$ cat src/rtl/dmem_decrypt_pkg.sv
// Shared constants, state encoding and helpers for the data-memory decrypt sequencer.
package dmem_decrypt_pkg;

    localparam int unsigned ADDR_PRE  = 61;
    localparam int unsigned ADDR_TAPS = 62;
    localparam int unsigned ADDR_SEED = 63;
    localparam int unsigned CT_BASE   = 64;
    localparam int unsigned MSG_LEN   = 60;
    localparam int unsigned MAX_PRE   = 12;
    localparam logic [7:0]  PAD_CHAR  = 8'h20;

    localparam int unsigned LFSR_W = 7;
    localparam int unsigned PRE_W  = 4;
    localparam int unsigned CNT_W  = 6;

    typedef enum logic [2:0] {
        ST_IDLE,
        ST_LD_P,
        ST_LD_T,
        ST_LD_S,
        ST_SKIP,
        ST_DEC,
        ST_PAD,
        ST_DONE
    } state_t;

    // Preamble lengths beyond the message budget saturate at MAX_PRE.
    function automatic logic [PRE_W-1:0] clamp_pre(input logic [PRE_W-1:0] p);
        return (p > PRE_W'(MAX_PRE)) ? PRE_W'(MAX_PRE) : p;
    endfunction

endpackage

$ cat src/rtl/lfsr7.sv
// 7-bit Fibonacci-style LFSR: shifts left, feedback is the parity of state & taps.
module lfsr7
    import dmem_decrypt_pkg::*;
(
    input  logic              clk,
    input  logic              load,
    input  logic [LFSR_W-1:0] seed,
    input  logic [LFSR_W-1:0] taps,
    input  logic              adv,
    output logic [LFSR_W-1:0] state
);

    // load wins over adv so a reload never races an advance.
    always_ff @(posedge clk) begin
        if (load) begin
            state <= seed;
        end else if (adv) begin
            state <= {state[LFSR_W-2:0], ^(state & taps)};
        end
    end

endmodule

$ cat src/rtl/dmem_decrypt.sv
// Decrypts the LFSR-encrypted message in dmem[64:123] into dmem[0:59], dropping the
// preamble and padding the tail with spaces.
module dmem_decrypt
    import dmem_decrypt_pkg::*;
#(
    parameter int unsigned WIDTH = 8
) (
    input  logic             clk,
    input  logic             init,
    input  logic             start,
    input  logic [WIDTH-1:0] rdata,
    output logic [WIDTH-1:0] raddr,
    output logic [WIDTH-1:0] waddr,
    output logic [WIDTH-1:0] wdata,
    output logic             wen,
    output logic             busy,
    output logic             done
);

    state_t            state, state_next;
    logic [CNT_W-1:0]  cnt, cnt_next;
    logic [PRE_W-1:0]  pre, pre_next;
    logic [LFSR_W-1:0] taps, taps_next;
    logic [LFSR_W-1:0] lfsr_state, lfsr_seed;
    logic              lfsr_load, lfsr_adv, wen_fsm;
    logic              pre_last, dec_last;
    logic              unused_rdata;

    assign unused_rdata = ^rdata[WIDTH-1:LFSR_W];

    assign pre_last = (32'(cnt) + 32'd1 == 32'(pre));
    assign dec_last = (32'(cnt) + 32'(pre) + 32'd1 == MSG_LEN);

    // Reset zeroes the LFSR through its load path.
    assign lfsr_seed = init ? '0 : rdata[LFSR_W-1:0];

    lfsr7 u_lfsr (
        .clk   (clk),
        .load  (init | lfsr_load),
        .seed  (lfsr_seed),
        .taps  (taps),
        .adv   (lfsr_adv),
        .state (lfsr_state)
    );

    always_ff @(posedge clk) begin
        if (init) begin
            state <= ST_IDLE;
            cnt   <= '0;
            pre   <= '0;
            taps  <= '0;
        end else begin
            state <= state_next;
            cnt   <= cnt_next;
            pre   <= pre_next;
            taps  <= taps_next;
        end
    end

    always_comb begin
        state_next = state;
        cnt_next   = cnt;
        pre_next   = pre;
        taps_next  = taps;
        raddr      = '0;
        waddr      = '0;
        wdata      = '0;
        wen_fsm    = 1'b0;
        done       = 1'b0;
        lfsr_load  = 1'b0;
        lfsr_adv   = 1'b0;

        case (state)
            ST_IDLE: begin
                if (start) state_next = ST_LD_P;
            end
            ST_LD_P: begin
                raddr      = WIDTH'(ADDR_PRE);
                pre_next   = clamp_pre(rdata[PRE_W-1:0]);
                state_next = ST_LD_T;
            end
            ST_LD_T: begin
                raddr      = WIDTH'(ADDR_TAPS);
                taps_next  = rdata[LFSR_W-1:0];
                state_next = ST_LD_S;
            end
            ST_LD_S: begin
                raddr      = WIDTH'(ADDR_SEED);
                lfsr_load  = 1'b1;
                cnt_next   = '0;
                state_next = (pre == '0) ? ST_DEC : ST_SKIP;
            end
            ST_SKIP: begin
                lfsr_adv = 1'b1;
                if (pre_last) begin
                    cnt_next   = '0;
                    state_next = ST_DEC;
                end else begin
                    cnt_next = cnt + CNT_W'(1);
                end
            end
            ST_DEC: begin
                raddr    = WIDTH'(CT_BASE + 32'(pre) + 32'(cnt));
                waddr    = WIDTH'(cnt);
                wdata    = WIDTH'({1'b0, rdata[LFSR_W-1:0] ^ lfsr_state});
                wen_fsm  = 1'b1;
                lfsr_adv = 1'b1;
                if (dec_last) begin
                    cnt_next   = '0;
                    state_next = (pre == '0) ? ST_DONE : ST_PAD;
                end else begin
                    cnt_next = cnt + CNT_W'(1);
                end
            end
            ST_PAD: begin
                waddr   = WIDTH'(MSG_LEN - 32'(pre) + 32'(cnt));
                wdata   = WIDTH'(PAD_CHAR);
                wen_fsm = 1'b1;
                if (pre_last) begin
                    cnt_next   = '0;
                    state_next = ST_DONE;
                end else begin
                    cnt_next = cnt + CNT_W'(1);
                end
            end
            ST_DONE: begin
                done       = 1'b1;
                state_next = ST_IDLE;
            end
            default: state_next = ST_IDLE;
        endcase
    end

    // A reset cycle must never commit a write, even mid-pass.
    assign wen  = wen_fsm & ~init;
    assign busy = (state != ST_IDLE);

endmodule

$ cat config.mk
export PLATFORM = sky130hd
export DESIGN_NAME = dmem_decrypt
export DESIGN_NICKNAME = d
export VERILOG_FILES = /design/src/rtl/dmem_decrypt_pkg.sv /design/src/rtl/lfsr7.sv /design/src/rtl/dmem_decrypt.sv
export SDC_FILE = /design/constraint.sdc
export NUM_CORES = 1
export LEC_CHECK = 0
export BUFFER_PORTS_ARGS = -buffer_cell sky130_fd_sc_hd__buf_2
export CAP_MARGIN = 20
export CORE_MARGIN = 2
export CORE_UTILIZATION = 50
export DETAILED_ROUTE_END_ITERATION = 8
export PLACE_DENSITY_LB_ADDON = 0.08
export SLEW_MARGIN = 20
export SYNTH_ARGS = -nofsm -noshare
export SYNTH_HDL_FRONTEND = slang
export SYNTH_SLANG_ARGS = --single-unit
$ cat constraint.sdc
create_clock -name clk -period 2.86 [get_ports clk]
set_clock_uncertainty 0.05 [all_clocks]
set_input_delay 0.286 -clock clk [delete_from_list [all_inputs] [get_ports clk]]
set_output_delay 0.286 -clock clk [all_outputs]
set_load 0.01 [all_outputs]
==> results of run 1 <==
## layer usage
| layer | vias to the layer above | global-route usage |
|---|---|---|
| met5 | - | 0 |
| met4 | 0 | 0.03846 |
| met3 | 2 | 0.02453 |
| met2 | 51 | 0.3418 |
| met1 | 906 | 0.3466 |
| li1 | 987 | - |
## final cells by class
type | count | area [µm²]
multi-input combinational | 220 | 1445
clock inverter | 1 | 7.507
sequential | 27 | 615.6
fill | 406 | 1654
inverter | 10 | 37.54
timing repair buffer | 41 | 222.7
tap | 50 | 62.56
clock buffer | 3 | 41.29
## flip-flops by register name (all words and copies together), names as in the netlist
register      flops
cnt               6
pre               4
state             3
taps              7
u_lfsr.state      7
## cells by family (layout without fill, tap and decap cells)
logic type,Yosys count,count (layout),synth area share
buf+inv,25,55,0.06344
other cells,1,2,0.001728
fa+ha+maj,14,14,0.09112
mux,7,7,0.03230
xor+xnor,30,30,0.1246
compound gates,68,68,0.2065
simple gates,99,99,0.1990
flops,27,27,0.2814
## worst max path at each step
| stage | end | slack, ns |
|---|---|---|
| finish | waddr[5] | 0.16 |
| global route | waddr[5] | 0.05 |
| CTS | waddr[5] | 0.02 |
| detailed placement | waddr[5] | 0.28 |
| global placement | waddr[5] | 0.32 |
| floorplan | state[0] | 0.48 |
## power breakdown
| part | total (W) | internal [W] | switching, W |
|---|---|---|---|
| Sequential | 0.000488 | 0.000438 | 0.0000506 |
| Combinational | 0.000391 | 0.000162 | 0.000229 |
| Clock | 0.000227 | 0.0000990 | 0.000128 |
## through the flow
step,setup slack (ns),hold slack [ns]
2_1_floorplan,0.4824,0.3690
3_3_place_gp,0.3216,0.4296
3_5_place_dp,0.2807,0.4369
4_1_cts,0.02253,0.2345
5_1_grt,0.05098,0.2405
6_report,0.1648,0.2352
## cells in the mapped netlist, types with 2 or more instances
| library cell | instances |
|---|---|
| nand3_1 | 4 |
| o21ai_0 | 12 |
| and2_1 | 3 |
| a22oi_1 | 3 |
| mux2i_1 | 7 |
| ha_1 | 11 |
| inv_1 | 9 |
| fa_1 | 3 |
| clkbuf_8 | 2 |
| a21o_1 | 8 |
| clkbuf_1 | 5 |
| o22ai_1 | 4 |
| xnor2_1 | 21 |
| edfxtp_1 | 7 |
| nor2b_1 | 5 |
| nand2_1 | 36 |
| xor2_1 | 8 |
| buf_4 | 3 |
| buf_2 | 2 |
| nor2_1 | 38 |
| nor3_1 | 5 |
| a21oi_1 | 28 |
| dfxtp_1 | 20 |
| or3_1 | 2 |
## critical path: stages (launching register included)
cell,delay (ns)
dfxtp_4,0.37
inv_1,0.11
ha_4,0.22
ha_1,0.27
a21o_1,0.15
a21o_1,0.19
a21o_1,0.19
a21oi_2,0.18
o21ai_0,0.09
a22o_1,0.18
buf_2,0.13
## what timing repair did
| action | 4_1_cts | 5_1_grt |
|---|---|---|
| setup endpoints to repair | 1 | 4 |
| resized for setup | 1 | 5 |
| hold endpoints to repair | 0 | 0 |
| cloned | 0 | 0 |
==> results.tsv, run 1 <==
metric	value	unit
status	finished, final reports clean	
die span in y	69.87	µm
most frequent cells in the layout	38 x nor2_1, 36 x nand2_1, 34 x buf_2, 26 x a21oi_1, 21 x xnor2_1	
hold endpoint	taps[6]	
final total power	0.001106	W
Post-synth ARST share	0	
final setup fails	0	
vias	1946	
Final Wtd Congestion	0.8738	
Cell Area, Placed	0.002359	mm²
Rel. slew slack	0.4642	
worst skew pair latency	0.28	ns
Worst EP arrival	2.36	ns
Antenna Nets Post-Route	0	
MaxCap Viol Count	0	
HP Start	rdata[6]	
post-synthesis cell type count	49	
hold_buf cts	0	
actual slew at the worst max-slew pin	0.7994	ns
detailed-route vias per instance	5.528	
WL met3	269	µm
Tot GR Track Use	0.2245	
clock-pin slew on the worst setup and hold paths	0.10	ns
commonest non-fill, non-tap cell in the layout	nor2_1	
core area	0.004086	mm²
hold path cells	3	
worst setup path class	flop to primary output	
CTS Sinks	27	
initial antenna violation count	0	
Clock Root Buffer	clkbuf_8	
fin util	0.5952	
DR iter-0 viols	147	
io pins	38	
RSZ-0062 raised after global routing	no	
final WL	5.300	mm
H-tree Lvls	1	
GRT Residual Overflow	0	
Yosys warnings	0	
# Post-CTS Setup Buffers	0	
Synth Flop Type	dfxtp_1	
Avg Cell Area, Syn	8.006	µm²
TritonCTS clock tree	done	
Fin. Hold Viols	0	
largest area contributor in the netlist	dfxtp_1	
Std-Cell Rows	23	
Hold WC Path Type	input pin to flop	
sequential area share after synthesis	0.2814	
Max FO, Critical Path	4	
vias in the first global route	1801	
WL per Instance	15.06	µm
IO buf count	34	
Die Area	0.004882	mm²
Post-Syn Instances	271	
Fin Setup TNS	0	ns
minimum clock period	2.695	ns
pin count of the biggest net entering global routing	30	
share of cells above drive strength 1	0.1887	
leakage	1.097	nW
Die Wd	69.87	µm
DR WL met2	2.277	mm
Synth top area share	0.1845	
nets	328	
Placed Cells incl. Taps	348	
Period Utilization, post-route	0.9424	
EDFF count, synth	7	
fin cells	352	
Mapped Area	0.002170	mm²
Achievable Freq	0.3710	GHz
Critical R2R Launch	cnt[0]	
number of diodes	0	
TritonRoute pass-1 iters	4	
Seq cells post-synth	27	
DRC violation count after routing	0	
CP Data Required Time	2.52	ns
Clock Path Buffers	2	
Worst setup startpoint	pre[0]	
Area growth, synth to finish	12.11	%
Num CTS Buffers	3	
met1 WL	2.727	mm
detailed placement HPWL	4.047	mm
Crit. End Element	primary output	
Reg-to-Reg End	state[0]	
first-pass GRT wire length	9.004	mm
max-slew violations	0	
R2R Setup Slk	0.32	ns
Starting Density	0.5309	
highest routed layer	met4	
Non-Filler Cell Area, Final	0.002432	mm²
PwrDens	454.8	mW/mm²
Worst Reg-to-Reg Cells	8	
ranking of synthesized cells by area	dfxtp_1 18%, edfxtp_1 9.7%, xnor2_1 8.5%	
type of origin of the critical path	flop	
IR drop worst, VDD	276.8	µV
Note: power is estimated with default switching activity, not from simulation.
==> run 2: changes to the inputs <==
--- a/config.mk
+++ b/config.mk
@@ -8,7 +8,7 @@
 export BUFFER_PORTS_ARGS = -buffer_cell sky130_fd_sc_hd__buf_2
 export CAP_MARGIN = 20
 export CORE_MARGIN = 2
-export CORE_UTILIZATION = 50
+export CORE_UTILIZATION = 56
 export DETAILED_ROUTE_END_ITERATION = 8
 export PLACE_DENSITY_LB_ADDON = 0.08
 export SLEW_MARGIN = 20
==> results.tsv, run 2 (synthesized netlist as in run 1, its figures left out) <==
metric	value	unit	change
Worst Reg-to-Reg Cells	8		unchanged
MaxCap Viol Count	0		unchanged
minimum clock period	2.735	ns	was 2.695 ns
core area	0.003689	mm²	was 0.004086 mm²
Worst EP arrival	2.40	ns	was 2.36 ns
Starting Density	0.5882		was 0.5309
number of diodes	0		unchanged
IR drop worst, VDD	373.8	µV	was 276.8 µV
DRC violation count after routing	0		unchanged
worst setup path class	flop to primary output		unchanged
TritonRoute pass-1 iters	4		unchanged
actual slew at the worst max-slew pin	0.7762	ns	was 0.7994 ns
# Post-CTS Setup Buffers	0		unchanged
Std-Cell Rows	22		was 23
Clock power frac	0.203		was 0.205
worst skew pair latency	0.28	ns	about the same
IO buf count	34		unchanged
Tot GR Track Use	0.2436		was 0.2245
Comb pwr share	0.351		was 0.353
die span in y	66.25	µm	was 69.87 µm
Period Utilization, post-route	0.9562		was 0.9424
nets	325		was 328
pre-CTS WS	0.3077	ns	was 0.2807 ns
final setup fails	0		unchanged
type of origin of the critical path	flop		unchanged
commonest non-fill, non-tap cell in the layout	nor2_1		unchanged
vias in the first global route	1691		was 1801
Die Wd	66.25	µm	was 69.87 µm
CTS Sinks	27		unchanged
switching power	0.0003981	W	was 0.0004077 W
first-pass GRT wire length	8.245	mm	was 9.004 mm
Fin. Hold Viols	0		unchanged
HP Start	rdata[6]		unchanged
Clock Root Buffer	clkbuf_8		unchanged
biggest registers after layout	taps x7, u_lfsr.state x7, cnt x6		unchanged
Switching Share	0.3649		was 0.3685
detailed placement HPWL	3.943	mm	was 4.047 mm
initial antenna violation count	0		unchanged
leakage	1.079	nW	was 1.097 nW
pin count of the biggest net entering global routing	30		unchanged
Achievable Freq	0.3657	GHz	was 0.3710 GHz
hold path cells	3		unchanged
DR iter-0 viols	140		was 147
hold endpoint	taps[6]		unchanged
Reg power frac	0.446		was 0.441
GRT Residual Overflow	0		unchanged
Placed Cells incl. Taps	343		was 348
R2R Setup Slk	0.29	ns	was 0.32 ns
Area growth, synth to finish	10.61	%	was 12.11%
detailed-route vias per instance	5.680		was 5.528
Die Area	0.004388	mm²	was 0.004882 mm²
Hold WC Path Type	input pin to flop		unchanged
clock-pin slew on the worst setup and hold paths	0.10	ns	about the same
io pins	38		unchanged
CP Data Required Time	2.52	ns	about the same
max-slew violations	0		unchanged
final worst slack	0.1254	ns	was 0.1648 ns
PwrDens	454.6	mW/mm²	was 454.8 mW/mm²
final WL	5.140	mm	was 5.300 mm
Clock Path Buffers	2		unchanged
Cell Int Power	0.0006929	W	was 0.0006985 W
fin cells	347		was 352
Final Wtd Congestion	0.9135		was 0.8738
WL per Instance	14.81	µm	was 15.06 µm
Rel. slew slack	0.4797		was 0.4642
Critical R2R Launch	cnt[0]		unchanged
H-tree Lvls	1		unchanged
TritonCTS clock tree	done		unchanged
status	finished, final reports clean		unchanged
Num CTS Buffers	3		unchanged
Max FO, Critical Path	4		unchanged
share of cells above drive strength 1	0.1739		was 0.1887
Reg-to-Reg End	state[0]		unchanged
Antenna Nets Post-Route	0		unchanged
Crit. End Element	primary output		unchanged
hold_buf cts	0		unchanged
vias	1971		was 1946
most frequent cells in the layout	38 x nor2_1, 36 x nand2_1, 34 x buf_2, 27 x a21oi_1, 21 x xnor2_1		was 38 x nor2_1, 36 x nand2_1, 34 x buf_2, 26 x a21oi_1, 21 x xnor2_1
## run 2: changes by cell type in the layout (fill, tap and decap cells not counted)
| cell | change |
|---|---|
| dfxtp_4 | -1 |
| dfxtp_1 | +1 |
| buf_4 | -3 |
| a21oi_2 | -1 |
| a21oi_1 | +1 |
## run 2: how the worst max path moves through the flow
stage / from / to / slack, ns
after floorplan: cnt[0] / state[0] / 0.48
after global placement: pre[0] / waddr[5] / 0.35
after detailed placement: pre[0] / waddr[5] / 0.31
after CTS: pre[0] / waddr[5] / 0.04
after global routing: pre[0] / waddr[5] / -0.005
final: pre[0] / waddr[5] / 0.13
## run 2: stage by stage
step / utilization / setup TNS (ns) / hold WS [ns] / instance area [µm²] / total power, W
finish: 0.6506 / 0 / 0.2332 / 2400 / 0.001091
global placement: 0.6326 / 0 / 0.4226 / 2333 / 0.0008629
CTS: 0.6462 / 0 / 0.2313 / 2384 / 0.001088
global route: 0.6506 / -0.005166 / 0.2445 / 2400 / 0.001164
floorplan: - / 0 / 0.3690 / 2173 / 0.0007678
detailed placement: 0.6326 / 0 / 0.4364 / 2333 / 0.0008705
## run 2: what timing repair did
item | CTS | global route
gates resized for setup | 1 | 2
setup endpoints to repair | 1 | 2
gates cloned | 0 | 0
## run 2: final cells by class
class,count,area (µm²)
tap,48,60.06
multi-input combinational,220,1441
fill,340,1289
sequential,27,611.8
clock inverter,1,7.507
inverter,10,37.54
clock buffer,3,41.29
timing repair buffer,38,200.2
## run 2: critical path, cell delays in order, from the launching register on
cell,delay [ns]
dfxtp_2,0.37
inv_1,0.09
ha_4,0.25
ha_1,0.27
a21o_1,0.15
a21o_1,0.19
a21o_1,0.21
a21oi_2,0.19
o21ai_0,0.09
a22o_1,0.18
buf_2,0.13
## run 2: power groups by stage
stage	combinational, W	sequential [W]	clock, W
after floorplan	0.000292	0.000476	0
final	0.000383	0.000487	0.000221
after CTS	0.000378	0.000486	0.000225
after global routing	0.000427	0.000494	0.000243
after global placement	0.000370	0.000493	0
after detailed placement	0.000376	0.000495	0
## run 2: routing by layer
layer  wire length, µm  track usage  vias up
met3               288      0.03237        4
met2              2282       0.3663       53
met1              2541       0.3750      932
met4                28      0.03827        0
li1                  -            -      982
met5                 0            0        -
==> run 3: changes to the inputs <==
--- a/config.mk
+++ b/config.mk
@@ -9,6 +9,7 @@
 export CAP_MARGIN = 20
 export CORE_MARGIN = 2
 export CORE_UTILIZATION = 56
+export CTS_BUF_LIST = sky130_fd_sc_hd__clkbuf_16
 export DETAILED_ROUTE_END_ITERATION = 8
 export PLACE_DENSITY_LB_ADDON = 0.08
 export SLEW_MARGIN = 20
==> results.tsv, run 3 (synthesized netlist as in run 1, its figures left out) <==
metric	value	unit	change
status	finished, final reports clean		unchanged
Antenna Nets Post-Route	0		unchanged
Fin Setup TNS	0	ns	unchanged
IR drop worst, VDD	546.5	µV	was 373.8 µV
CTS Sinks	27		unchanged
pin count of the biggest net entering global routing	30		unchanged
Fin. Hold Viols	0		unchanged
RSZ-0062 raised after global routing	no		
hold_buf cts	0		unchanged
Placed Cells incl. Taps	343		unchanged
Achievable Freq	0.3689	GHz	was 0.3657 GHz
Worst EP arrival	2.37	ns	was 2.40 ns
Period Utilization, post-route	0.9477		was 0.9562
io pins	38		unchanged
sequential standard cell area	611.8	µm²	unchanged
Area growth, synth to finish	12.17	%	was 10.61%
pre-CTS WS	0.3077	ns	unchanged
minimum clock period	2.711	ns	was 2.735 ns
fin cells	347		unchanged
worst skew pair latency	0.26	ns	was 0.28 ns
TritonRoute pass-1 iters	4		unchanged
WL per Instance	14.86	µm	was 14.81 µm
H-tree Lvls	1		unchanged
final WL	5.155	mm	was 5.140 mm
post-CTS resize count	0		was 1
Clock Path Buffers	2		unchanged
# Post-CTS Setup Buffers	0		unchanged
die span in y	66.25	µm	unchanged
CP Data Required Time	2.52	ns	about the same
Max FO, Critical Path	4		unchanged
first-pass GRT wire length	8.314	mm	was 8.245 mm
Rel. slew slack	0.4772		was 0.4797
Die Area	0.004388	mm²	unchanged
most frequent cells in the layout	38 x nor2_1, 36 x nand2_1, 34 x buf_2, 27 x a21oi_1, 21 x xnor2_1		unchanged
commonest non-fill, non-tap cell in the layout	nor2_1		unchanged
GRT Residual Overflow	0		unchanged
nets	325		unchanged
Die Wd	66.25	µm	unchanged
slowest stage cell, crit path	dfxtp_2		unchanged
cell repeated most along the worst path	a21o_1		unchanged
CP max stage delay	0.36	ns	was 0.37 ns
leakage	1.094	nW	was 1.079 nW
cell family with most CP delay	compound AO/OA/AOI/OAI gates		unchanged
Num CTS Buffers	3		unchanged
vias	1989		was 1971
Hold WC Path Type	input pin to flop		unchanged
MaxCap Viol Count	0		unchanged
actual slew at the worst max-slew pin	0.7799	ns	was 0.7762 ns
DRC violation count after routing	0		unchanged
IO buf count	34		unchanged
clock-pin slew on the worst setup and hold paths	0.07	ns	was 0.10 ns
Starting Density	0.5882		unchanged
share of cells above drive strength 1	0.1739		unchanged
Std-Cell Rows	22		unchanged
Crit. End Element	primary output		unchanged
vias in the first global route	1702		was 1691
biggest registers after layout	taps x7, u_lfsr.state x7, cnt x6		unchanged
TritonCTS clock tree	done		unchanged
final worst slack	0.1495	ns	was 0.1254 ns
Final Wtd Congestion	0.9135		unchanged
core area	0.003689	mm²	unchanged
initial antenna violation count	0		unchanged
worst setup path class	flop to primary output		unchanged
Critical path buffers and inverters	2		unchanged
ordered cell list for the critical path	inv_1, ha_4, ha_1, a21o_1, a21o_1, a21o_1, a21oi_2, o21ai_0, a22o_1, buf_2		unchanged
max-slew violations	0		unchanged
DR iter-0 viols	141		was 140
detailed placement HPWL	3.943	mm	unchanged
Tot GR Track Use	0.2447		was 0.2436
filler cell count in the final layout	335		was 340
Multi-input gate area	0.001441	mm²	unchanged
detailed-route vias per instance	5.732		was 5.680
number of diodes	0		unchanged
final setup fails	0		unchanged
type of origin of the critical path	flop		unchanged
Clock Root Buffer	clkbuf_16		was clkbuf_8
PwrDens	490.2	mW/mm²	was 454.6 mW/mm²
## run 3: cell types whose count changed in the layout (fill, tap and decap cells not counted)
cell,before,now
clkbuf_16,0,3
clkbuf_8,3,0
## run 3: power by group
group	internal, W	switching, W
Combinational	0.000156	0.000227
Clock	0.000190	0.000133
Sequential	0.000438	0.0000490
Total	0.000784	0.000408
## run 3: per-stage QoR
stage | area [µm²] | hold WS (ns) | util | power (W)
after floorplan | 2173 | 0.3690 | - | 0.0007678
after global placement | 2333 | 0.4226 | 0.6326 | 0.0008629
after detailed placement | 2333 | 0.4364 | 0.6326 | 0.0008705
after CTS | 2416 | 0.2513 | 0.6550 | 0.001189
after global routing | 2434 | 0.2763 | 0.6598 | 0.001265
final | 2434 | 0.2517 | 0.6598 | 0.001193
## run 3: layout make-up
| type | count | share of cell area |
|---|---|---|
| Sequential cell | 27 | 0.2514 |
| Multi-Input combinational cell | 220 | 0.5923 |
| Tap cell | 48 | 0.02468 |
| Inverter | 10 | 0.01542 |
| Clock inverter | 1 | 0.003085 |
| Clock buffer | 3 | 0.03085 |
| Timing Repair Buffer | 38 | 0.08226 |
## run 3: layer usage
metal / routed length (µm) / share of wire / up-vias / track usage
met5: 0 / 0 / - / 0
met4: 41 / 0.0080 / 0 / 0.03061
met3: 262 / 0.051 / 6 / 0.03578
met2: 2252 / 0.44 / 58 / 0.3750
met1: 2599 / 0.50 / 942 / 0.3718
li1: - / - / 983 / -
## run 3: worst register-to-register path: stages (launching register included)
cell and delay (ns):
dfxtp_1 0.44, inv_1 0.14, ha_1 0.25, inv_1 0.07, fa_1 0.40, nor4_1 0.27, a31oi_1 0.20, or4_1 0.52
a21oi_1 0.15
## run 3: path summary, 6_finish.rpt
kind,cells after the start,slack [ns],to,startpoint
max,10,0.15,waddr[5],pre[0]
min,3,0.25,taps[6],rdata[6]
max reg2reg,8,0.29,state[0],cnt[0]
min reg2reg,2,0.45,taps[1],taps[1]
